==> src/rtl/full_adder.sv <==
// rtl/full_adder.sv - parameterisable ripple-carry full adder with optional output registers
//
// Optional build macro: FULL_ADDER_OVF_EN adds the signed-overflow output ovf.
//
// Parameters:
//   WIDTH     operand/sum width in bits (1..64)
//   REG_OUT   1 = registered outputs, 1-cycle latency; 0 = combinational outputs
//
// Ports:
//   clk        system clock, rising edge
//   rst_n      synchronous active-low reset
//   in_valid   x/y/cin are valid this cycle
//   x, y       operands [WIDTH-1:0]
//   cin        carry into bit 0
//   A          sum, (x + y + cin) mod 2^WIDTH
//   cout       carry out of bit WIDTH-1
//   out_valid  A/cout are valid
//   ovf        two's-complement overflow, c[WIDTH] ^ c[WIDTH-1] (FULL_ADDER_OVF_EN only)

module full_adder #(
    parameter int WIDTH   = 1,
    parameter int REG_OUT = 1
) (
    input  logic             clk,
    input  logic             rst_n,
    input  logic             in_valid,
    input  logic [WIDTH-1:0] x,
    input  logic [WIDTH-1:0] y,
    input  logic             cin,
    output logic [WIDTH-1:0] A,
    output logic             cout,
`ifdef FULL_ADDER_OVF_EN
    output logic             ovf,
`endif
    output logic             out_valid
);

    // c[i] is the carry into bit cell i; c[WIDTH] is the carry out of the top cell.
    logic [WIDTH:0]   c;
    logic [WIDTH-1:0] s;

    assign c[0] = cin;

    for (genvar i = 0; i < WIDTH; i++) begin : g_cell
        assign s[i]   = x[i] ^ y[i] ^ c[i];
        assign c[i+1] = (x[i] & y[i]) | (x[i] & c[i]) | (y[i] & c[i]);
    end

`ifdef FULL_ADDER_OVF_EN
    // For WIDTH = 1 the carry into the sign cell is cin itself.
    logic ovf_comb;
    assign ovf_comb = c[WIDTH] ^ c[WIDTH-1];
`endif

    if (REG_OUT != 0) begin : g_reg
        logic [WIDTH-1:0] a_q;
        logic             cout_q;
        logic             valid_q;
`ifdef FULL_ADDER_OVF_EN
        logic             ovf_q;
`endif

        // Results are captured only on valid cycles; otherwise the last
        // result is held while out_valid drops.
        always_ff @(posedge clk) begin
            if (!rst_n) begin
                a_q     <= '0;
                cout_q  <= 1'b0;
                valid_q <= 1'b0;
`ifdef FULL_ADDER_OVF_EN
                ovf_q   <= 1'b0;
`endif
            end else begin
                valid_q <= in_valid;
                if (in_valid) begin
                    a_q    <= s;
                    cout_q <= c[WIDTH];
`ifdef FULL_ADDER_OVF_EN
                    ovf_q  <= ovf_comb;
`endif
                end
            end
        end

        assign A         = a_q;
        assign cout      = cout_q;
        assign out_valid = valid_q;
`ifdef FULL_ADDER_OVF_EN
        assign ovf       = ovf_q;
`endif
    end else begin : g_comb
        assign A         = s;
        assign cout      = c[WIDTH];
        assign out_valid = in_valid & rst_n;
`ifdef FULL_ADDER_OVF_EN
        assign ovf       = ovf_comb;
`endif
    end

endmodule

==> config.mk <==
export PLATFORM = sky130hd
export DESIGN_NAME = full_adder
export DESIGN_NICKNAME = d
export VERILOG_FILES = /design/src/rtl/full_adder.sv
export SDC_FILE = /design/constraint.sdc
export NUM_CORES = 1
export LEC_CHECK = 0
export CAP_MARGIN = 40
export CORE_AREA = 2 2 39 41
export CTS_CLUSTER_SIZE = 12
export DETAILED_ROUTE_END_ITERATION = 16
export DIE_AREA = 0 0 41 43
export HOLD_SLACK_MARGIN = 0.15
export MAX_ROUTING_LAYER = met4
export PLACE_DENSITY_LB_ADDON = 0.1
export SLEW_MARGIN = 20
export SYNTH_ARGS = -nofsm -noshare
export SYNTH_HDL_FRONTEND = slang
export SYNTH_SLANG_ARGS = --single-unit
==> constraint.sdc <==
create_clock -name clk -period 0.8 [get_ports clk]
set_input_delay 0.16 -clock clk [delete_from_list [all_inputs] [get_ports clk]]
set_output_delay 0.16 -clock clk [all_outputs]
set_load 0.02 [all_outputs]
======== After elaboration in Yosys (flattened, before gate mapping) ========
Cells that the tools add are included.
storage, ports and cells
  register bits ........................... 3
  input bits .............................. 6
  output and inout bits ................... 3
  logic and storage cells ................. 10
operators by class
  bitwise logic cells ..................... 7
operator list
  kind               count
  bitwise AND 1 bit  3
  OR 1 bit           2
  XOR 1 bit          2

======== Depth between registers and ports, before layout ========
Gate-level depths: netlist (run 1).
  word-level depth ........................ 3
  gate-level depth with buffers ........... 3
  mapped depth without buffers ............ 3

======== Least setup slack after synthesis (run 1) ========
No wires, ideal clock.
  path kind ............................... in2reg
  from .................................... input port y
  to ...................................... register g_reg.a_q (netlist: A)
  library setup time ...................... 0.116 ns
  data arrival time ....................... 0.787 ns
  data required time ...................... 0.684 ns
  setup slack ............................. -0.103 ns
  stages .................................. 3
  path buffers ............................ 0
  cells stage by stage .................... fa_1 mux2i_1 nor2b_1
between the ends
  cells in the longest elaborated chain, start to end .. 2
RTL lines
  element                  line  source
  start, declared          28    input logic [WIDTH-1:0] y,
  XOR 1 bit (2 in series)  45    assign s[i] = x[i] ^ y[i] ^ c[i];
  end signal, assigned     76    a_q <= s;
  end, declared            56    logic [WIDTH-1:0] a_q;
Every way passes these cells.
A chain may end at the register's enable or synchronous reset.

======== Final worst setup path (run 1) ========
  from .................................... register g_reg.cout_q (netlist: cout)
  to ...................................... output port cout
RTL lines
  element                 line  source
  start, declared         57    logic cout_q;
  start signal, assigned  77    cout_q <= c[WIDTH];
  end, declared           31    output logic cout,
No word-level cell between the ends.

==> results of run 1 <==
==> power breakdown <==
part | switching, mW | internal, mW
clock | 0.0817 | 0.187
sequential | 0.00672 | 0.164
combinational | 0.0343 | 0.0575
==> sequential cells by signal, summed over array words and instances (netlist names) <==
signal     flops
A              1
cout           1
out_valid      1
==> synth_stat cells <==
| cell | n |
|---|---|
| nor2b_1 | 2 |
| dfxtp_1 | 3 |
| fa_1 | 1 |
| and2_2 | 1 |
| mux2i_1 | 2 |
==> final cells by class <==
| cell class | instances | area, um2 |
|---|---|---|
| Fill cell | 155 | 1130 |
| Timing Repair Buffer | 9 | 87.6 |
| Multi-Input combinational cell | 6 | 60.1 |
| Sequential cell | 3 | 63.8 |
| Clock buffer | 4 | 26.3 |
| Tap cell | 16 | 20.0 |
==> cell families after synthesis <==
logic type / Yosys count
adder cells (fa/ha/maj): 1
flip-flops: 3
multiplexers: 2
AND/OR/NAND/NOR: 3
==> worst min path at each step <==
stage / startpoint / endpoint / slack (ps) / depth (start not counted)
after floorplan: rst_n / A / 290 / 1
after global placement: A / A / 510 / 2
after detailed placement: cout / cout / 510 / 2
after CTS: y / A / 350 / 4
after global routing: y / A / 390 / 4
final: y / A / 330 / 4
==> repair_timing <==
action | in CTS | in global routing
setup buffers | 0 | 1
setup endpoints to repair | 5 | 4
pin swaps | 1 | 1
endpoints found under the hold margin | 0 | 0
gates resized for setup | 34 | 1
==> layer usage <==
| metal | part of all wire [%] | vias up | track usage (%) |
|---|---|---|---|
| met3 | 21 | 0 | 8.38 |
| met5 | 0 | - | - |
| met4 | 0 | 0 | 2.00 |
| met2 | 42 | 9 | 5.00 |
| met1 | 37 | 51 | 3.53 |
| li1 | - | 54 | - |
==> worst min-delay path, delay by kind of cell <==
kind                       cells  cell delay [ps]
adders and majority gates      1              140
buffers and inverters          1               70
muxes                          1               60
and+or+nand+nor                1               90
==> summary.txt, run 1 <==
Outcome
  • Run status: complete, but fails checks
  • Failing checks: setup timing

STA
  • Fmax: 1.20 GHz
  • Slew margin rel.: 91.7%
  • Slew Viols, Final: 0
  • Fin. Hold Viols: 0
  • Tightest Pin Transition: 121 ps
  • Post-route minimum period: 832 ps
  • Setup Viol. Count Final: 3
  • Hold_ws: 329 ps
  • Fin Setup TNS: -80.5 ps
  • RSZ-0062 raised after global routing: yes
  • Clock Skew: 0 ps
  • Period utilization: 104%
  • Final setup margin: -32.2 ps

GRT
  • Total global-route track usage: 4.73%
  • Total gr overflow: 0
  • Largest net degree at the start of global routing: 4
  • First-pass GRT wire length: 434 um
  • Number of global-route vias before repair: 116
  • Initial antenna violation count: 0

Finish
  • Share of layout cells above drive strength 1: 63.6%
  • Nets@finish: 30
  • Post-layout util: 18.6%
  • Most frequent cells in the layout: 5 x buf_6, 3 x dfxtp_2, 3 x clkbuf_4, 2 x mux2i_1, 2 x nor2b_1
  • Cell area after layout: 258 um2
  • Diodes inserted: 0
  • Layout Area Growth over Synthesis: 115%
  • Commonest non-fill, non-tap cell in the layout: buf_6
  • Finished Layout Cells: 38

Worst setup path
  • CP Capture Point: cout
  • R2R depth: 3
  • Crit-path slowest cell: dfxtp_2
  • R2R setup slack: 80 ps
  • R2R Path Start: A
  • Family with the most delay on the worst path: flip-flops
  • CP Max Fanout: 2
  • Stages on worst setup path: 1
  • Worst setup SP type: flop
  • Worst stage delay on the critical path: 330 ps
  • Data arrival, critical path: 670 ps
  • Crit Path Class: reg2out
  • Crit path from: cout
  • Reg-to-Reg End: A
  • CP bufs+invs: 1
  • Required @ worst endpoint: 640 ps
  • Worst path cell trace: buf_6
  • CP Capture Type: output pin

Floorplanning
  • Chip Width: 41 um
  • Row Count: 14
  • Die height: 43 um
  • Placeable Area: 1380 um2
  • I/O pin cnt: 9
  • Initial Utilization: 8.68%
  • Die area: 1760 um2

Place
  • # port buffers: 8
  • RD Place Congestion: 0.558
  • Placed instance area: 220 um2
  • DP Cell Count: 33
  • Post-place setup slack: -612 ps

Yosys
  • Syn. warnings: 0
  • Largest family of logic cells by synthesized area: simple AND/OR/NAND/NOR gates
  • Seq/Total Area, Yosys: 50.0%
  • Top cell type's share of synthesized area: 50.0%
  • Synth unique cells: 5
  • Post-Synth XOR/XNOR Area: 0%
  • Post-Synth Simple-Gate Area: 16.7%
  • Flops & latches, synth: 3
  • Largest cells by area after synthesis: dfxtp_1 50%, fa_1 17%, mux2i_1 17%
  • Synth Area in Adders: 16.7%
  • Avg Cell Area, Syn: 13.3 um2
  • Mapped Nets: 16
  • Synth Area in Compound Gates: 0%
  • Post-synthesis mux area share: 16.7%
  • Area leader, netlist: dfxtp_1
  • Area of the mapped netlist: 120 um2
  • Gate Count Post-Synth: 9

Power and ir drop
  • Max VDD drop: 0.000832 V
  • Overall Power: 0.531 mW
  • PD cells: 2060 nW/um2
  • P_leak: 0.116 nW

Drt
  • Total number of vias: 114
  • DR DRC count: 0
  • 1st-pass router iterations: 1
  • Vias/cell: 3.00
  • Final WL: 286 um
  • Drt initial violations: 0
  • Antenna viol nets, final: 0
  • DR WL/cell: 7.53 um

Clock network
  • Worst skew pair latency: 230 ps
  • Clock Tree Buf Depth: 2
  • CTS tree: done
  • Sink Count: 3
  • Worst-path clk slew: 40 ps
  • Root Buffer: clkbuf_4
  • Htree depth: 1
  • # hold bufs at CTS: 0
  • Total CTS buffers: 3

Min path
  • Hold Path Class: in2reg

Run
  • Total of max-cap violations: 0
(Power assumes the default switching activity.)
==> run 2, diff against run 1 <==
Settings changed: CTS_BUF_LIST from default to sky130_fd_sc_hd__clkbuf_4 sky130_fd_sc_hd__clkbuf_8.
==> run 2 against run 1 <==
Net effect:
- highest routed layer is now met4
- non-clock buffer count is the same
- the run still ends with setup timing left
- core utilization shrank 0.18 points
- combinational power shrank 3.1%
- clock-buffer cell count is the same
- via count grew 1.8%
- critical path depth is the same
- global-route usage grew 0.41 points
- sequential share of layout area grew 0.24 points
- flip-flop and latch count is the same
- first-iteration DRC count is the same
- largest power group unchanged
- clock power grew 16%
==> summary.txt, run 2 (synthesis results as in run 1) <==
Outcome
  • Run status: complete, but fails checks
  • Failing checks: setup timing

Finish
  • Share of layout cells above drive strength 1: 68.2%
  • # fillers: 155
  • Post-layout util: 18.4%
  • Diodes inserted: 0
  • Layout Area Growth over Synthesis: 113%
  • Nets@finish: 30
  • Most frequent cells in the layout: 4 x clkbuf_4, 4 x buf_6, 3 x dfxtp_2

Clock network
  • CTS tree: done
  • Clock Tree Buf Depth: 2
  • Sink Count: 3
  • Worst-path clk slew: 40 ps
  • Total CTS buffers: 3
  • Htree depth: 1
  • Root Buffer: clkbuf_4
  • Worst skew pair latency: 240 ps

Place
  • RD Place Congestion: 0.558
  • Post-place setup slack: -612 ps
  • # port buffers: 8

Floorplanning
  • Chip Width: 41 um
  • Die height: 43 um
  • Row Count: 14
  • I/O pin cnt: 9
  • Die area: 1760 um2
  • Placeable Area: 1380 um2
  • Initial Utilization: 8.68%

STA
  • Setup Viol. Count Final: 3
  • Fmax: 1.20 GHz
  • Period utilization: 105%
  • Final setup margin: -36.8 ps
  • Slew margin rel.: 91.8%
  • RSZ-0062 raised after global routing: yes
  • Tightest Pin Transition: 120 ps
  • Clock Skew: 0 ps
  • Post-route minimum period: 837 ps
  • Hold_ws: 334 ps
  • Slew Viols, Final: 0
  • Fin. Hold Viols: 0
  • Fin Setup TNS: -95.9 ps

GRT
  • Number of global-route vias before repair: 120
  • Initial antenna violation count: 0
  • First-pass GRT wire length: 455 um
  • Total gr overflow: 0
  • Largest net degree at the start of global routing: 4
  • Total global-route track usage: 5.14%

Drt
  • DR WL/cell: 8.00 um
  • Antenna viol nets, final: 0
  • Total number of vias: 116
  • Vias/cell: 3.05
  • Drt initial violations: 0
  • 1st-pass router iterations: 1
  • Final WL: 304 um
  • DR DRC count: 0

Power and ir drop
  • Overall Power: 0.570 mW
  • Clk pwr share: 54.5%
  • Max VDD drop: 0.000846 V
  • Switching share of power: 22.9%
  • PD cells: 2230 nW/um2
  • Combinational power share: 15.6%
  • Int Pwr: 0.440 mW
  • Net Switching: 0.130 mW
  • Flop pwr share: 29.9%
  • P_leak: 0.117 nW

Worst setup path
  • Worst stage delay on the critical path: 330 ps
  • Crit Path Class: reg2out
  • Worst path cell trace: buf_6
  • CP bufs+invs: 1
  • Required @ worst endpoint: 640 ps
  • CP Capture Type: output pin
  • Family with the most delay on the worst path: flip-flops
  • Data arrival, critical path: 680 ps
  • Crit-path slowest cell: dfxtp_2
  • Worst setup SP type: flop
  • CP Max Fanout: 2

Run
  • Total of max-cap violations: 0

Min path
  • Hold Path Class: in2reg
==> run 2: changes by cell type in the layout (fill, tap and decap cells not counted) <==
cell | before | now
buf_2 | 1 | 2
buf_6 | 5 | 4
clkbuf_1 | 1 | 0
clkbuf_4 | 3 | 4
==> run 2: routing by layer <==
metal  GRT usage, %  vias to the layer above  part of all wire (%)
met5              -                        -                     0
met4           4.00                        0                   3.3
met3           8.38                        2                    19
met2           5.31                        8                    42
met1           3.53                       52                    35
li1               -                       54                     -
==> run 2: final cells by class <==
type / count / area [um2] / area share (%)
sequential: 3 / 63.8 / 25.0
multi-input combinational: 6 / 60.1 / 23.5
timing repair buffer: 9 / 81.3 / 31.9
clock buffer: 4 / 30.0 / 11.8
tap: 16 / 20.0 / 7.84
==> run 2: timing repair <==
action	4_1_cts	5_1_grt
resized for setup	33	1
pin swaps	1	1
buffers inserted	0	1
hold endpoints to repair	0	0
gates cloned	0	0
setup endpoints to repair	5	4
hold buffers	0	0
==> run 2: per-stage QoR <==
step | std cells | instance area [um2]
floorplan | 9 | 120
global placement | 33 | 220
detailed placement | 33 | 220
CTS | 37 | 241
global route | 38 | 255
finish | 38 | 255
==> run 2: final timing paths <==
path         slack (ps)    to  depth (start not counted)  start
max                 -40  cout                          1   cout
min                 330     A                          4      x
max reg2reg          80     A                          3      A
min reg2reg         520  cout                          2   cout
==> run 2: power by group through the flow <==
stage	logic, mW	clock network (mW)	registers, mW
6_report	0.0890	0.311	0.170
4_1_cts	0.0818	0.335	0.170
5_1_grt	0.101	0.343	0.171
3_5_place_dp	0.0891	0	0.168
2_1_floorplan	0.0203	0	0.182
3_3_place_gp	0.0893	0	0.168
